$ cat config.mk
export PLATFORM = sky130hd
export DESIGN_NAME = hsv_core_commit_arbiter
export DESIGN_NICKNAME = d
export VERILOG_FILES = /design/src/rtl/hsv_core_commit_arbiter.sv
export SDC_FILE = /design/constraint.sdc
export NUM_CORES = 1
export LEC_CHECK = 0
export CAP_MARGIN = 10
export CELL_PAD_IN_SITES_DETAIL_PLACEMENT = 1
export CELL_PAD_IN_SITES_GLOBAL_PLACEMENT = 1
export CORE_MARGIN = 10
export CORE_UTILIZATION = 25
export DETAILED_ROUTE_END_ITERATION = 12
export GPL_ROUTABILITY_DRIVEN = 0
export PLACE_DENSITY = 0.84
export SYNTH_ARGS = -nofsm -noshare
export SYNTH_HDL_FRONTEND = slang
export SYNTH_SLANG_ARGS = --single-unit
$ cat constraint.sdc
create_clock -name clk_core -period 3.1 [get_ports clk_core]
set_clock_uncertainty 0.2 [all_clocks]
set_input_delay 0.465 -clock clk_core [delete_from_list [all_inputs] [get_ports clk_core]]
set_output_delay 0.465 -clock clk_core [all_outputs]
set_load 0.05 [all_outputs]
$ cat src/rtl/hsv_core_commit_arbiter.sv
// Round-robin commit arbiter: NUM_REQ execution-unit requesters feed one
// registered commit slot, with a flush mode that drops the pending entry.
module hsv_core_commit_arbiter #(
  parameter int NUM_REQ = 3,
  parameter int DATA_W  = 64
) (
  input  logic                        clk_core,
  input  logic                        rst_core,
  input  logic                        flush_req,
  output logic                        flush_ack,
  input  logic [NUM_REQ-1:0]          valid_i,
  output logic [NUM_REQ-1:0]          ready_o,
  input  logic [NUM_REQ*DATA_W-1:0]   data_i,
  output logic                        valid_o,
  input  logic                        ready_i,
  output logic [DATA_W-1:0]           data_o,
  output logic [$clog2(NUM_REQ)-1:0]  grant_o
);

  localparam int IDX_W = $clog2(NUM_REQ);

  typedef enum logic {ST_RUN, ST_FLUSH} state_e;

  state_e             state_q, state_d;
  logic               valid_q, valid_d;
  logic [DATA_W-1:0]  data_q, data_d;
  logic [IDX_W-1:0]   grant_q, grant_d;
  logic [IDX_W-1:0]   rr_ptr_q, rr_ptr_d;
  logic               flush_ack_q, flush_ack_d;

  logic [IDX_W-1:0]   gnt_idx;
  logic               gnt_found;
  logic               load_en;
  logic [DATA_W-1:0]  req_data [NUM_REQ];

  // Reset is folded into load_en so no requester sees ready while rst_core is high.
  assign load_en = (state_q == ST_RUN) && !flush_req && !rst_core && (!valid_q || ready_i);

  for (genvar gi = 0; gi < NUM_REQ; gi++) begin : g_req
    assign req_data[gi] = data_i[gi*DATA_W +: DATA_W];
    assign ready_o[gi]  = load_en && gnt_found && (gnt_idx == IDX_W'(gi));
  end

  // First valid requester at or after rr_ptr, wrapping modulo NUM_REQ.
  always_comb begin
    logic [IDX_W:0] cand;
    cand      = '0;
    gnt_idx   = '0;
    gnt_found = 1'b0;
    for (int i = 0; i < NUM_REQ; i++) begin
      cand = {1'b0, rr_ptr_q} + (IDX_W+1)'(i);
      if (cand >= (IDX_W+1)'(NUM_REQ)) begin
        cand = cand - (IDX_W+1)'(NUM_REQ);
      end
      if (!gnt_found && valid_i[cand[IDX_W-1:0]]) begin
        gnt_idx   = cand[IDX_W-1:0];
        gnt_found = 1'b1;
      end
    end
  end

  always_comb begin
    state_d  = state_q;
    valid_d  = valid_q;
    data_d   = data_q;
    grant_d  = grant_q;
    rr_ptr_d = rr_ptr_q;
    case (state_q)
      ST_RUN:   if (flush_req)  state_d = ST_FLUSH;
      ST_FLUSH: if (!flush_req) state_d = ST_RUN;
      default:  state_d = ST_RUN;
    endcase
    if (flush_req || state_q == ST_FLUSH) begin
      valid_d  = 1'b0;
      rr_ptr_d = '0;
    end else if (load_en && gnt_found) begin
      valid_d  = 1'b1;
      data_d   = req_data[gnt_idx];
      grant_d  = gnt_idx;
      rr_ptr_d = (gnt_idx == IDX_W'(NUM_REQ-1)) ? '0 : gnt_idx + IDX_W'(1);
    end else if (ready_i) begin
      valid_d = 1'b0;
    end
    flush_ack_d = (state_d == ST_FLUSH);
  end

  always_ff @(posedge clk_core) begin
    if (rst_core) begin
      state_q     <= ST_RUN;
      valid_q     <= 1'b0;
      data_q      <= '0;
      grant_q     <= '0;
      rr_ptr_q    <= '0;
      flush_ack_q <= 1'b0;
    end else begin
      state_q     <= state_d;
      valid_q     <= valid_d;
      data_q      <= data_d;
      grant_q     <= grant_d;
      rr_ptr_q    <= rr_ptr_d;
      flush_ack_q <= flush_ack_d;
    end
  end

  assign valid_o   = valid_q;
  assign data_o    = data_q;
  assign grant_o   = grant_q;
  assign flush_ack = flush_ack_q;

endmodule

==> results.json, run 1 <==
{
  "outcome": "finished clean",
  "initial_utilization_pct": 25.3,
  "end_kind": "output pin",
  "drv_slew": 0,
  "drv_cap": 0,
  "fmax_mhz": 334,
  "ys_ff_latch": 70,
  "grt_usage_pct": 16.3,
  "crit_type": "flop to output pin",
  "critPathTopFamily": "buffers and inverters",
  "clock_latency_ns": 0.33,
  "period_share_pct": 96.5,
  "die_x_um": 152,
  "setup_tns_ns": 0,
  "synth_top_flop_cell": "dfxtp_1",
  "drive_gt1_share_pct": 15.6,
  "rows": 48,
  "n_antenna_cell": 0,
  "core_um2": 17200,
  "crit_required_ns": 2.43,
  "die_h_um": 152,
  "arrival_ns": 2.33,
  "grt_pass1_wl_um": 29000,
  "synthCells": 425,
  "finalPower_mw": 3.36,
  "cts_tree": "yes",
  "cts_max_level": 3,
  "fin_nets": 883,
  "yosysWarningCount": 0,
  "fin_util_pct": 44.3,
  "dp_hpwl_um": 15000,
  "cts_made_buffers": 9,
  "first_pass_iters": 4,
  "drt_iter0_markers": 97,
  "synth-edff-count": 0,
  "ant_nets": 0,
  "worstSetupStartpoint": "rr_ptr_q[0]",
  "irDropWorstVdd_mv": 0.232,
  "fill_cells": 1904,
  "tightest_slew_ns": 0.759,
  "antenna_found_initial": 0,
  "crit_slowest_cell": "dfxtp_2",
  "worstPathMaxFanout": 7,
  "path_cells": "inv_1 -> ha_4 -> nor2b_4 -> a2bb2oi_2 -> buf_4 -> a31o_2 -> nor2_1 -> buf_6",
  "worst-path-buf-inv": 3,
  "power_density_nw_per_um2": 441,
  "ios": 270,
  "multi_input_area_um2": 2720,
  "clock-sinks": 70,
  "syn2layout_area_growth_pct": 75.5,
  "max_slew_margin_pct": 49.4,
  "synth-async-reset-ratio_pct": 0,
  "grt_overflow_total": 0,
  "routed_wl_um": 19400,
  "ys_seq_area_share_pct": 32.3,
  "ys_types": 35,
  "syn_area_per_cell_um2": 10.2,
  "grt_pass1_vias": 5062,
  "power_leakage_nw": 2.83,
  "syn-num-nets": 628,
  "vias": 4434,
  "hold_ws_ns": 0.293,
  "avgRoutedWirePerCell_um": 21.3,
  "grt_max_degree": 68,
  "final_cells": 910,
  "worstReg2RegStart": "rr_ptr_q[1]",
  "min_period_ns": 2.99,
  "placedCellCount": 890,
  "cts-root-buf": "clkbuf_16",
  "cp-start-kind": "flop",
  "io_buffers": 269,
  "clock_path_buffers": 2,
  "syn_area_um2": 4340,
  "regArea_um2": 1400,
  "clkTransAtPathRegs_ns": 0.05,
  "dieArea_um2": 23000,
  "slowest_delay_ns": 0.38,
  "min-delay-start": "grant_o[1]",
  "drc": 0,
  "cts_hold_buffers": 0,
  "hold_path.class": "flop to flop",
  "setup_viol": 0,
  "hold_viol": 0,
  "avgViaCountPerCell": 4.87
}
-- logic make-up (layout without fill, tap and decap cells) --
| family | after synthesis | in the layout | synth area share (%) |
|---|---|---|---|
| AOI/OAI and AO/OA | 81 | 81 | 23.3 |
| adders and majority gates | 4 | 4 | 1.15 |
| buffers and inverters | 48 | 308 | 7.44 |
| DFF | 70 | 70 | 32.3 |
| muxes | 69 | 69 | 16.2 |
| and+or+nand+nor | 153 | 153 | 19.6 |
-- worst register-to-register path, stage by stage (launching register included) --
cell	delay (ns)
dfxtp_2	0.34
inv_1	0.12
ha_4	0.23
mux2i_1	0.25
a2bb2oi_2	0.27
buf_4	0.19
a31o_2	0.16
buf_4	0.61
nor3_1	0.21
a221oi_2	0.23
-- cell type report --
class                           instances  share of cell area, %
Tap cell                              225                   3.70
Timing Repair Buffer                  287                   38.2
Clock buffer                           11                   3.06
Sequential cell                        70                   18.4
Clock inverter                          5                  0.657
Inverter                                5                  0.247
Multi-Input combinational cell        307                   35.7
-- timing repair --
action                                  CTS  global route
gates resized for setup                   9            10
pin swaps                                 0             2
endpoints found under the setup margin    3             3
cloned                                    0             0
setup buffers                             1             3
-- path summary, 6_finish.rpt --
path / depth (start not counted) / slack (ns) / to
worst min register to register: 2 / 0.29 / grant_o[1]
worst max-delay path: 8 / 0.11 / ready_o[2]
worst min-delay path: 2 / 0.29 / grant_o[1]
worst max register to register: 9 / 0.20 / data_o[51]
-- cell usage in the layout, fill, tap and decap left out, drive strengths merged --
cell / instances
nand2: 5
nor3b: 2
bufinv: 1
nand3: 1
a32oi: 1
nor3: 65
mux2i: 69
nor2: 6
dfxtp: 70
o22a: 1
and2: 1
clkdlybuf4s50: 265
ha: 4
or3: 1
o22ai: 1
a21oi: 3
inv: 5
o21bai: 1
nor2b: 4
nand3b: 1
clkbuf: 11
a2bb2oi: 1
buf: 22
o32ai: 2
a31o: 2
a22oi: 1
o21ai: 3
clkinv: 4
a221oi: 65
nand2b: 67
-- routing by layer --
layer	vias to the layer above	global-route usage [%]	wire (µm)
met5	-	0	0
met4	0	4.72	246
met3	14	7.07	2100
met2	186	28.9	9690
met1	2106	17.0	7360
li1	2128	-	-
-- stage by stage --
stage | setup slack, ns | cell area (µm²)
finish | 0.110 | 7610
global route | -0.0200 | 7610
global placement | 0.168 | 7220
detailed placement | 0.0630 | 7220
floorplan | 0.0705 | 4340
CTS | 0.00687 | 7550
-- synthesized netlist by cell type, types with 5 or more instances --
| cell | instances | area [µm²] |
|---|---|---|
| nand2b_1 | 67 | 419 |
| nor2_1 | 6 | 22.5 |
| buf_4 | 7 | 52.6 |
| nor3_1 | 65 | 325 |
| mux2i_1 | 68 | 681 |
| buf_2 | 11 | 55.1 |
| nand2_1 | 5 | 18.8 |
| a221oi_2 | 49 | 736 |
| dfxtp_1 | 70 | 1400 |
| a221oi_1 | 16 | 140 |
| inv_1 | 5 | 18.8 |
| clkbuf_1 | 13 | 48.8 |
-- sequential cells by signal, summed over array words and instances, names as in the netlist --
| signal | count |
|---|---|
| data_o | 64 |
| flush_ack | 1 |
| grant_o | 2 |
| rr_ptr_q | 2 |
| valid_o | 1 |
-- where the power goes --
part / switching (mW) / internal (mW) / leakage [nW]
Clock: 0.401 / 0.618 / 0.143
Combinational: 0.690 / 0.596 / 2.11
Sequential: 0.0512 / 0.998 / 0.582
Power figures use the tool's default switching activity.
==> run 2: changes to the inputs <==
--- a/config.mk
+++ b/config.mk
@@ -12,6 +12,7 @@
 export CORE_UTILIZATION = 25
 export DETAILED_ROUTE_END_ITERATION = 12
 export GPL_ROUTABILITY_DRIVEN = 0
+export MAX_ROUTING_LAYER = met4
 export PLACE_DENSITY = 0.84
 export SYNTH_ARGS = -nofsm -noshare
 export SYNTH_HDL_FRONTEND = slang
==> run 2 against run 1 <==
Routed wire length about the same. Final cell count unchanged. Final area unchanged. Worst setup slack about the same. Fmax about the same. Combinational power about the same. Die area unchanged. Total power about the same. Core utilization unchanged. Global-route usage up 0.47 points.
==> results.json, run 2 (synthesis gave the netlist of run 1 again) <==
{
  "avgViaCountPerCell": 4.86,
  "clock-sinks": 70,
  "clkTransAtPathRegs_ns": 0.05,
  "grt_pass1_wl_um": 28900,
  "finalPower_mw": 3.35,
  "fin_ws_ns": 0.110,
  "irDropWorstVdd_mv": 0.231,
  "die_h_um": 152,
  "hold_path.class": "flop to flop",
  "dp_hpwl_um": 15000,
  "placedCellCount": 890,
  "avgRoutedWirePerCell_um": 21.3,
  "path_cells": "inv_1 -> ha_4 -> nor2b_4 -> a2bb2oi_2 -> buf_4 -> a31o_2 -> nor2_1 -> buf_6",
  "crit_type": "flop to output pin",
  "power_leakage_nw": 2.83,
  "timing.rr.end": "data_o[51]",
  "fmax_mhz": 334,
  "ant_nets": 0,
  "outcome": "finished clean",
  "crit_slowest_cell": "dfxtp_2",
  "power_density_nw_per_um2": 440,
  "first_pass_iters": 4,
  "layout_commonest_cell": "clkdlybuf4s50_1",
  "largest_register_ff_count": 64,
  "vias": 4419,
  "grt_overflow_total": 0,
  "grt_usage_pct": 16.7,
  "grt_max_degree": 68,
  "min_period_ns": 2.99,
  "dieArea_um2": 23000,
  "drt_iter0_markers": 98,
  "setup_tns_ns": 0,
  "slowest_delay_ns": 0.38,
  "worstReg2RegStart": "rr_ptr_q[1]",
  "ios": 270,
  "die_x_um": 152,
  "clock_latency_ns": 0.33,
  "cts-root-buf": "clkbuf_16",
  "n_antenna_cell": 0,
  "cts_made_buffers": 9,
  "cts_max_level": 3,
  "drive_gt1_share_pct": 15.6,
  "routed_wl_um": 19400,
  "io_buffers": 269,
  "syn2layout_area_growth_pct": 75.5,
  "holdPathEnd": "grant_o[1]",
  "drc": 0,
  "arrival_ns": 2.33,
  "period_share_pct": 96.5,
  "clock_path_buffers": 2,
  "cts_tree": "yes",
  "final_cell_mix": "clkdlybuf4s50_1, dfxtp_1, mux2i_1, nand2b_1, nor3_1",
  "cts_hold_buffers": 0,
  "rows": 48,
  "worstPathMaxFanout": 7,
  "max_slew_margin_pct": 50.4,
  "end_kind": "output pin",
  "initial_utilization_pct": 25.3,
  "antenna_found_initial": 0,
  "drv_slew": 0,
  "drv_cap": 0,
  "core_um2": 17200,
  "cp-start-kind": "flop",
  "min-delay-start": "grant_o[1]",
  "r2r_slack_ns": 0.21,
  "tightest_slew_ns": 0.743,
  "setup_viol": 0,
  "crit_required_ns": 2.43,
  "final_cells": 910,
  "final_design_area_no_fill_um2": 7610,
  "hold_viol": 0,
  "grt_pass1_vias": 5068,
  "placed_cell_area_um2": 7220,
  "r2r_cells": 9,
  "hold_depth": 2,
  "fin_nets": 883,
  "pre_cts_slack_ns": 0.0630
}
[run 2: power by group]
group	internal [mW]	switching [mW]	total, mW	leakage, nW
Sequential	0.998	0.0515	1.05	0.582
Combinational	0.596	0.689	1.29	2.11
Clock	0.618	0.399	1.02	0.143
[run 2: worst max-delay path: cells and delay by family (launching register included)]
kind,cells,cell delay [ns]
buffers and inverters,3,0.47
and+or+nand+nor,2,0.45
DFF,1,0.38
AOI/OAI and AO/OA,2,0.36
adders and majority gates,1,0.33
[run 2: area by class of cell]
type	count	area, µm²
sequential	70	1400
inverter	5	18.8
tap	225	282
clock inverter	5	50.0
timing repair buffer	287	2910
fill	1904	9560
multi-input combinational	307	2720
clock buffer	11	233
[run 2: what timing repair did]
item | CTS | global route
gates resized for setup | 9 | 10
endpoints found under the setup margin | 3 | 3
pin swaps | 0 | 2
buffers inserted | 1 | 3
[run 2: per-layer routing]
metal  global-route usage (%)  part of all wire, %  wire length [µm]  up-vias
met5                        -                    0                 0        -
met4                     4.67                  1.3               243        0
met3                     5.97                  9.6              1860       14
met2                     28.9                   50              9760      191
met1                     17.8                   39              7560     2091
li1                         -                    -                 -     2123
[run 2: metrics by stage]
stage               util [%]  hold slack [ns]
finish                  44.3            0.292
global route            44.3            0.319
CTS                     44.0            0.290
detailed placement      42.1            0.286
global placement        42.1            0.281
floorplan                  -            0.269
[run 2: how the worst max path moves through the flow]
stage / start / end / slack (ns) / depth (start not counted)
after CTS: rr_ptr_q[0] / ready_o[0] / 0.007 / 8
after floorplan: rr_ptr_q[0] / ready_o[0] / 0.07 / 9
after global placement: flush_req / ready_o[0] / 0.17 / 7
after detailed placement: valid_i[1] / data_o[51] / 0.06 / 9
final: rr_ptr_q[0] / ready_o[2] / 0.11 / 8
after global routing: rr_ptr_q[0] / ready_o[2] / -0.02 / 8
